File: config.mk
export PLATFORM = sky130hd
export DESIGN_NAME = piso_tx
export DESIGN_NICKNAME = d
export VERILOG_FILES = /design/src/rtl/piso_tx.sv
export SDC_FILE = /design/constraint.sdc
export NUM_CORES = 1
export LEC_CHECK = 0
export CORE_MARGIN = 8
export CORE_UTILIZATION = 48
export DETAILED_ROUTE_END_ITERATION = 8
export GPL_TIMING_DRIVEN = 0
export PLACE_DENSITY = 0.78
export SYNTH_ARGS = -nofsm -noshare
export SYNTH_HDL_FRONTEND = slang
export SYNTH_SLANG_ARGS = --single-unit
File: constraint.sdc
create_clock -name C -period 2.1 [get_ports C]
set_clock_uncertainty 0.2 [all_clocks]
set_input_delay 0.42 -clock C [delete_from_list [all_inputs] [get_ports C]]
set_output_delay 0.42 -clock C [all_outputs]
set_load 0.005 [all_outputs]
File: src/rtl/piso_tx.sv
// ---------------------------------------------------------------------------
// piso_tx -- parallel-in / serial-out transmitter
//
// Accepts a WIDTH-bit word over a valid/ready load handshake and shifts it
// out one bit per rising edge of C. SVALID flags data bits, and LAST marks
// the final bit of each word. While idle, and while CLR is high, the line
// rests at IDLE_VAL.
//
// Parameters
//   WIDTH      word length in bits (2..32)
//   IDLE_VAL   SOUT level while idle / in reset
//   MSB_FIRST  1: bit WIDTH-1 is sent first, 0: bit 0 is sent first
//
// Ports
//   C           in   clock, all state changes on posedge
//   CLR         in   asynchronous active-high reset
//   DIN         in   parallel word, sampled only on an accepted load
//   LOAD_VALID  in   DIN holds a word to send
//   LOAD_READY  out  transmitter can take a word this cycle (combinational)
//   SOUT        out  serial data (registered)
//   SVALID      out  SOUT carries a data bit (registered)
//   LAST        out  SOUT carries the final bit of the word (registered)
//   BUSY        out  a word is in flight
// ---------------------------------------------------------------------------
module piso_tx #(
  parameter int   WIDTH     = 8,
  parameter logic IDLE_VAL  = 1'b1,
  parameter logic MSB_FIRST = 1'b1
) (
  input  logic             C,
  input  logic             CLR,
  input  logic [WIDTH-1:0] DIN,
  input  logic             LOAD_VALID,
  output logic             LOAD_READY,
  output logic             SOUT,
  output logic             SVALID,
  output logic             LAST,
  output logic             BUSY
);

  localparam int             CW       = $clog2(WIDTH);
  localparam logic [CW-1:0]  CNT_LOAD = CW'(WIDTH - 1);
  localparam logic [CW-1:0]  CNT_ONE  = CW'(1);

  typedef enum logic {ST_IDLE, ST_SHIFT} state_t;

  state_t           state_q, state_d;
  logic [WIDTH-1:0] sr_q, sr_d;
  logic [CW-1:0]    cnt_q, cnt_d;
  logic             sout_q, sout_d;
  logic             svalid_q, svalid_d;
  logic             last_q, last_d;

  logic             accept;
  logic             first_bit;
  logic             next_bit;
  logic [WIDTH-1:0] sr_shifted;

  // The bit currently on SOUT is always the one at the output end of sr_q.
  // A shift therefore moves the register one place toward that end, and the
  // bit now adjacent to it becomes the next SOUT value.
  assign first_bit  = MSB_FIRST ? DIN[WIDTH-1]  : DIN[0];
  assign next_bit   = MSB_FIRST ? sr_q[WIDTH-2] : sr_q[1];
  assign sr_shifted = MSB_FIRST ? {sr_q[WIDTH-2:0], 1'b0}
                                : {1'b0, sr_q[WIDTH-1:1]};

  // Ready while idle, or while the final bit of the current word is on the
  // line, so that a new word can follow with no gap. CLR blocks any accept.
  assign LOAD_READY = !CLR && ((state_q == ST_IDLE) ||
                               ((state_q == ST_SHIFT) && (cnt_q == '0)));
  assign accept     = LOAD_VALID && LOAD_READY;

  always_comb begin
    state_d  = state_q;
    sr_d     = sr_q;
    cnt_d    = cnt_q;
    sout_d   = sout_q;
    svalid_d = svalid_q;
    last_d   = last_q;

    case (state_q)
      ST_IDLE: begin
        if (accept) begin
          state_d  = ST_SHIFT;
          sr_d     = DIN;
          cnt_d    = CNT_LOAD;
          sout_d   = first_bit;
          svalid_d = 1'b1;
          last_d   = 1'b0;
        end
      end
      ST_SHIFT: begin
        if (cnt_q != '0) begin
          sr_d     = sr_shifted;
          cnt_d    = cnt_q - CNT_ONE;
          sout_d   = next_bit;
          svalid_d = 1'b1;
          // The bit going out after this edge is the final one.
          last_d   = (cnt_q == CNT_ONE);
        end else if (accept) begin
          // Back-to-back word: its first bit directly follows LAST.
          state_d  = ST_SHIFT;
          sr_d     = DIN;
          cnt_d    = CNT_LOAD;
          sout_d   = first_bit;
          svalid_d = 1'b1;
          last_d   = 1'b0;
        end else begin
          state_d  = ST_IDLE;
          sout_d   = IDLE_VAL;
          svalid_d = 1'b0;
          last_d   = 1'b0;
        end
      end
      default: begin
        state_d  = ST_IDLE;
        sout_d   = IDLE_VAL;
        svalid_d = 1'b0;
        last_d   = 1'b0;
      end
    endcase
  end

  always_ff @(posedge C or posedge CLR) begin
    if (CLR) begin
      state_q  <= ST_IDLE;
      sr_q     <= '0;
      cnt_q    <= '0;
      sout_q   <= IDLE_VAL;
      svalid_q <= 1'b0;
      last_q   <= 1'b0;
    end else begin
      state_q  <= state_d;
      sr_q     <= sr_d;
      cnt_q    <= cnt_d;
      sout_q   <= sout_d;
      svalid_q <= svalid_d;
      last_q   <= last_d;
    end
  end

  assign SOUT   = sout_q;
  assign SVALID = svalid_q;
  assign LAST   = last_q;
  assign BUSY   = (state_q == ST_SHIFT);

endmodule
==> results of run 1 <==
timing repair:
item	in CTS	in global routing
setup endpoints to repair	1	1
gates resized for setup	8	0
buffers inserted	3	0
pin swaps	1	1
synth_stat cells:
library cell,n
mux2i_1,6
nor2b_1,1
buf_6,2
buf_2,2
nand2b_4,1
inv_1,5
nand2b_1,1
o21ai_0,2
nor3_1,2
dfstp_2,1
dfrtp_1,13
buf_4,1
o21ai_1,6
a211oi_1,2
a211oi_2,2
nand2_1,5
ha_1,3
and2_4,1
nor2_1,2
a21oi_1,4
o22a_1,1
nand3_1,7
a211o_1,1
layer usage:
metal / track usage, % / vias up / share of wire [%]
met5: 0 / - / 0
met4: 7.20 / 0 / 1.2
met3: 2.41 / 2 / 2.6
met2: 20.1 / 9 / 48
met1: 14.2 / 262 / 48
li1: - / 286 / -
critical path: stages (launching register included):
cell,delay (ps)
dfrtp_1,400
inv_2,90
ha_4,150
nand2b_4,50
and2_4,200
nor2_1,80
buf_2,110
state kept, by name (all words and copies together) (netlist names):
register / count
cnt_q: 3
sr_q: 7
SVALID: 1
LAST: 1
SOUT: 1
BUSY: 1
path summary, 6_finish.rpt:
| path | start | endpoint | slack, ps |
|---|---|---|---|
| worst min register to register | sr_q[6] | SOUT | 310 |
| min in group asynchronous | CLR | sr_q[0] | 350 |
| worst max-delay path | cnt_q[0] | LOAD_READY | 110 |
| max in group asynchronous | CLR | SOUT | 990 |
| worst min-delay path | sr_q[6] | SOUT | 310 |
| worst max register to register | cnt_q[0] | cnt_q[1] | 650 |
cells by family (layout without fill, tap and decap cells):
logic type      Yosys count  after routing  share of synthesized area, %
simple gates             20             20                          14.5
buf+inv                  10             31                          8.03
fa+ha+maj                 3              3                          5.13
mux                       6              6                          8.21
compound gates           18             18                          16.1
flops                    14             14                          48.0
where the power goes:
part	internal, mW	total, mW	switching [mW]	leakage, nW
registers	0.373	0.443	0.0701	0.172
clock network	0.105	0.195	0.0900	0.0210
logic	0.288	0.547	0.259	0.242
total	0.767	1.19	0.419	0.435
cell type report:
| cell class | count | area [um^2] | area share (%) |
|---|---|---|---|
| repair buffers | 18 | 168 | 17.5 |
| multi-input cells | 47 | 334 | 34.9 |
| well taps | 16 | 20.0 | 2.09 |
| clock buffers | 4 | 36.3 | 3.79 |
| plain buffers | 4 | 28.8 | 3.01 |
| inverters | 5 | 18.8 | 1.96 |
| flip-flops and latches | 14 | 352 | 36.7 |
per-stage QoR:
stage                     setup slack [ps]  power (mW)
after global routing                  31.1        1.29
after floorplan                        334       0.791
after global placement                -209       0.952
after CTS                             25.4        1.22
after detailed placement              -233       0.972
final                                  109        1.19
==> results.sh, run 1 <==
export IMPL_drive_gt1_share_pct=21.7
export IMPL_design_area_um2=957
export IMPL_cp_max_fo=12
export IMPL_p_leak_nw=0.435
export IMPL_grt_pass1_vias=592
export IMPL_yosys_area_top_type="dfrtp_1"
export IMPL_grtUsageTotal_pct=12.2
export IMPL_fin_crit_ps=1990
export IMPL_grt_pass1_wl_mm=2.67
export IMPL_final_nets=107
export IMPL_yosysSeqAreaShare_pct=48.0
export IMPL_synth_seq_cells=14
export IMPL_ys_top_cells_by_area="dfrtp_1 (44%), mux2i_1 (8.2%), ha_1 (5.1%)"
export IMPL_synth_top_area_share_pct=44.4
export IMPL_firstDrtPassIters=3
export IMPL_worst_setup_path_type="register to output port"
export IMPL_min_period_over_period_pct=94.8
export IMPL_critPathCaptureType="output port"
export IMPL_setup_tns_ps=0
export IMPL_detail_route_antenna_nets=0
export IMPL_worstPathRequired_ps=1480
export IMPL_final_common_cell="clkdlybuf4s50_1"
export IMPL_dp_hpwl_mm=1.07
export IMPL_max_freq_mhz=502
export IMPL_dieWidth_um=55.1
export IMPL_hold_viol=0
export IMPL_viasPerCell=5.18
export IMPL_place_area_um2=902
export IMPL_max_cap_violations=0
export IMPL_fp_row_count=14
export IMPL_htree_levels=1
export IMPL_antenna_cells=0
export IMPL_worstMarginPinSlew_ps=533
export IMPL_die_area_um2=3030
export IMPL_clock_path_buffers=2
export IMPL_critPathArrivalTime_ps=1370
export IMPL_postSynthCellCount=71
export IMPL_numCtsBuffers=3
export IMPL_wl_per_cell_um=13.5
export IMPL_rsz0062_at_grt="false"
export IMPL_io_buffers=15
export IMPL_placed_cells=102
export IMPL_grt_overflow_total=0
export IMPL_antenna_found_initial=0
export IMPL_final_util_pct=65.1
export IMPL_yosysWarnings=0
export IMPL_slew_viol_final=0
export IMPL_hold_class="register to register"
export IMPL_ctsHoldBuffers=0
export IMPL_setup_viol=0
export IMPL_cts_root_buf="clkbuf_4"
export IMPL_clk_latency_ps=280
export IMPL_drt_iter0_drc=9
export IMPL_grt_max_degree=15
export IMPL_max_slew_margin_rel_pct=64.4
export IMPL_synthToLayoutAreaGrowth_pct=30.8
export IMPL_die_y_um=55.1
export IMPL_dr_total_vias=559
export IMPL_cts_tree="done"
export IMPL_start_util_pct=49.7
export IMPL_rr_worst_depth=6
export IMPL_final_cells=108
export IMPL_drcViolationCount=0
export IMPL_clock_sinks=14
export IMPL_worstHoldPathCells=2
export IMPL_status="finished, final reports clean"
export IMPL_num_io_pins=16
export IMPL_syn_nets=85
export IMPL_vdd_drop_max_uv=596
export IMPL_synth_cell_type_count=23
export IMPL_layout_common_cells="clkdlybuf4s50_1 (14), dfrtp_1 (13), nand3_1 (7)"
export IMPL_coreArea_um2=1470
export IMPL_syn_area_um2=732
export IMPL_p_per_area_nw_per_um2=1240
export IMPL_start_kind="register"
export IMPL_avgSynthCellArea_um2=10.3
export IMPL_nFillCells=135
export IMPL_gp_congestion=0.708
export IMPL_clk_pin_slew_ps=90
export IMPL_whs_ps=305
export IMPL_wirelength_mm=1.46
Power figures use the tool's default switching activity.
==> run 2, diff against run 1 <==
Settings changed: CORE_UTILIZATION 48 to 55, DONT_BUFFER_PORTS set to 1, PLACE_DENSITY 0.78 to 0.72.
==> run 2 against run 1 <==
Die area decreased by 9.1%. Non-clock buffer count down 13. Utilization fell by 0.061 points. Count of clock-buffer cells in the layout unchanged. Flip-flop and latch count unchanged. Register-to-register slack worse by 30 ps. Hold slack worse by 240 ps. Final area decreased by 14%. Wire length increased by 3.2%. Sequential share of layout area rose by 5.9 points. Via count down 2.9%. Critical path type unchanged. Critical endpoint unchanged.
==> results.sh, run 2 (synthesized netlist as in run 1, its figures left out) <==
export IMPL_gp_congestion=0.695
export IMPL_p_per_area_nw_per_um2=1350
export IMPL_r2r_slack_ps=620
export IMPL_num_io_pins=16
export IMPL_drive_gt1_share_pct=25.3
export IMPL_cp_max_fo=10
export IMPL_r2r_start="cnt_q[0]"
export IMPL_critPathCaptureType="output port"
export IMPL_regMostFlops="sr_q"
export IMPL_worstHoldPathCells=2
export IMPL_slowest_stage="dfrtp_1"
export IMPL_grt_max_degree=15
export IMPL_start_kind="register"
export IMPL_hold_end="sr_q[0]"
export IMPL_wirelength_mm=1.51
export IMPL_dr_total_vias=543
export IMPL_p_leak_nw=0.379
export IMPL_clk_latency_ps=280
export IMPL_cts_root_buf="clkbuf_4"
export IMPL_htree_levels=1
export IMPL_grt_pass1_wl_mm=2.37
export IMPL_crit_chain="inv_2 > ha_4 > nand2b_4 > and2_4 > buf_6 > nor2_2"
export IMPL_clock_path_buffers=2
export IMPL_synthToLayoutAreaGrowth_pct=12.6
export IMPL_clk_pin_slew_ps=90
export IMPL_status="finished, final reports clean"
export IMPL_max_slew_margin_rel_pct=63.9
export IMPL_hold_viol=0
export IMPL_coreArea_um2=1270
export IMPL_final_nets=94
export IMPL_wl_per_cell_um=16.0
export IMPL_dieWidth_um=52.5
export IMPL_nFillCells=105
export IMPL_grt_overflow_total=0
export IMPL_vdd_drop_max_uv=779
export IMPL_whs_ps=63.0
export IMPL_fin_crit_ps=2030
export IMPL_min_from="DIN[0]"
export IMPL_min_period_over_period_pct=96.5
export IMPL_setup_viol=0
export IMPL_die_y_um=52.5
export IMPL_worst_setup_path_type="register to output port"
export IMPL_die_area_um2=2750
export IMPL_drcViolationCount=0
export IMPL_worstPathRequired_ps=1480
export IMPL_final_util_pct=65.0
export IMPL_slew_viol_final=0
export IMPL_critPathArrivalTime_ps=1410
export IMPL_cts_tree="done"
export IMPL_rr_worst_depth=6
export IMPL_max_freq_mhz=493
export IMPL_grtUsageTotal_pct=11.7
export IMPL_fp_row_count=13
export IMPL_regArea_um2=352
export IMPL_final_common_cell="dfrtp_1"
export IMPL_firstDrtPassIters=4
export IMPL_start_util_pct=57.7
export IMPL_largest_register_ffs=7
export IMPL_io_buffers=0
export IMPL_antenna_found_initial=0
export IMPL_detail_route_antenna_nets=0
export IMPL_numCtsBuffers=3
export IMPL_max_cap_violations=0
export IMPL_dp_hpwl_mm=1.04
export IMPL_clock_sinks=14
export IMPL_top_regs="sr_q: 7 flops, cnt_q: 3 flops"
export IMPL_layout_common_cells="dfrtp_1 (13), nand3_1 (7), mux2i_1 (6), o21ai_1 (6), nand2_1 (5)"
export IMPL_multi_input_area_um2=337
export IMPL_antenna_cells=0
export IMPL_max_stage_delay_ps=410
export IMPL_drt_iter0_drc=15
export IMPL_worstReg2RegEnd="cnt_q[1]"
export IMPL_hold_class="input port to register"
export IMPL_viasPerCell=5.78
export IMPL_worstMarginPinSlew_ps=541
export IMPL_grt_pass1_vias=536
## run 2: how the worst max path moves through the flow
stage / cells past startpoint / start / endpoint
2_1_floorplan: 6 / cnt_q[0] / LOAD_READY
3_3_place_gp: 6 / cnt_q[0] / LOAD_READY
3_5_place_dp: 6 / cnt_q[0] / LOAD_READY
4_1_cts: 6 / cnt_q[0] / LOAD_READY
5_1_grt: 6 / cnt_q[0] / LOAD_READY
6_report: 6 / cnt_q[0] / LOAD_READY
## run 2: cell type report
cell class | instances | area share [%]
sequential | 14 | 42.6
multi-input combinational | 47 | 40.8
buffer | 5 | 4.86
timing repair buffer | 4 | 3.95
clock buffer | 4 | 3.19
inverter | 5 | 2.28
tap | 15 | 2.28
## run 2: repair_timing
action                     4_1_cts  5_1_grt
setup endpoints to repair        1        1
hold buffers                     1        0
setup buffers                    0        3
resized for setup                4        1
hold endpoints to repair        13        0
cloned                           0        0
pin swaps                        0        1
## run 2: through the flow
stage / total power, mW / cells / TNS, ps / setup slack (ps) / instance area, um^2
finish: 1.12 / 94 / 0 / 73.5 / 825
global route: 1.20 / 94 / -1.15 / -1.15 / 825
CTS: 1.07 / 91 / 0 / 5.70 / 800
detailed placement: 0.882 / 86 / 0 / 227 / 751
global placement: 0.873 / 86 / 0 / 246 / 751
floorplan: 0.791 / 71 / 0 / 334 / 732
## run 2: layer usage
metal	vias up	part of all wire (%)	global-route usage (%)
met5	-	0	0
met4	0	1.7	7.76
met3	4	4.2	3.69
met2	12	51	19.0
met1	267	43	12.8
li1	260	-	-
## run 2: power breakdown
part,switching (mW),internal (mW)
sequential,0.0830,0.373
combinational,0.252,0.246
clock,0.0890,0.0738
## run 2: worst max-delay path, delay by kind of cell (launching register included)
family / cells / cell delay (ps)
DFF: 1 / 410
buffers and inverters: 2 / 230
adders and majority gates: 1 / 160
and+or+nand+nor: 3 / 330
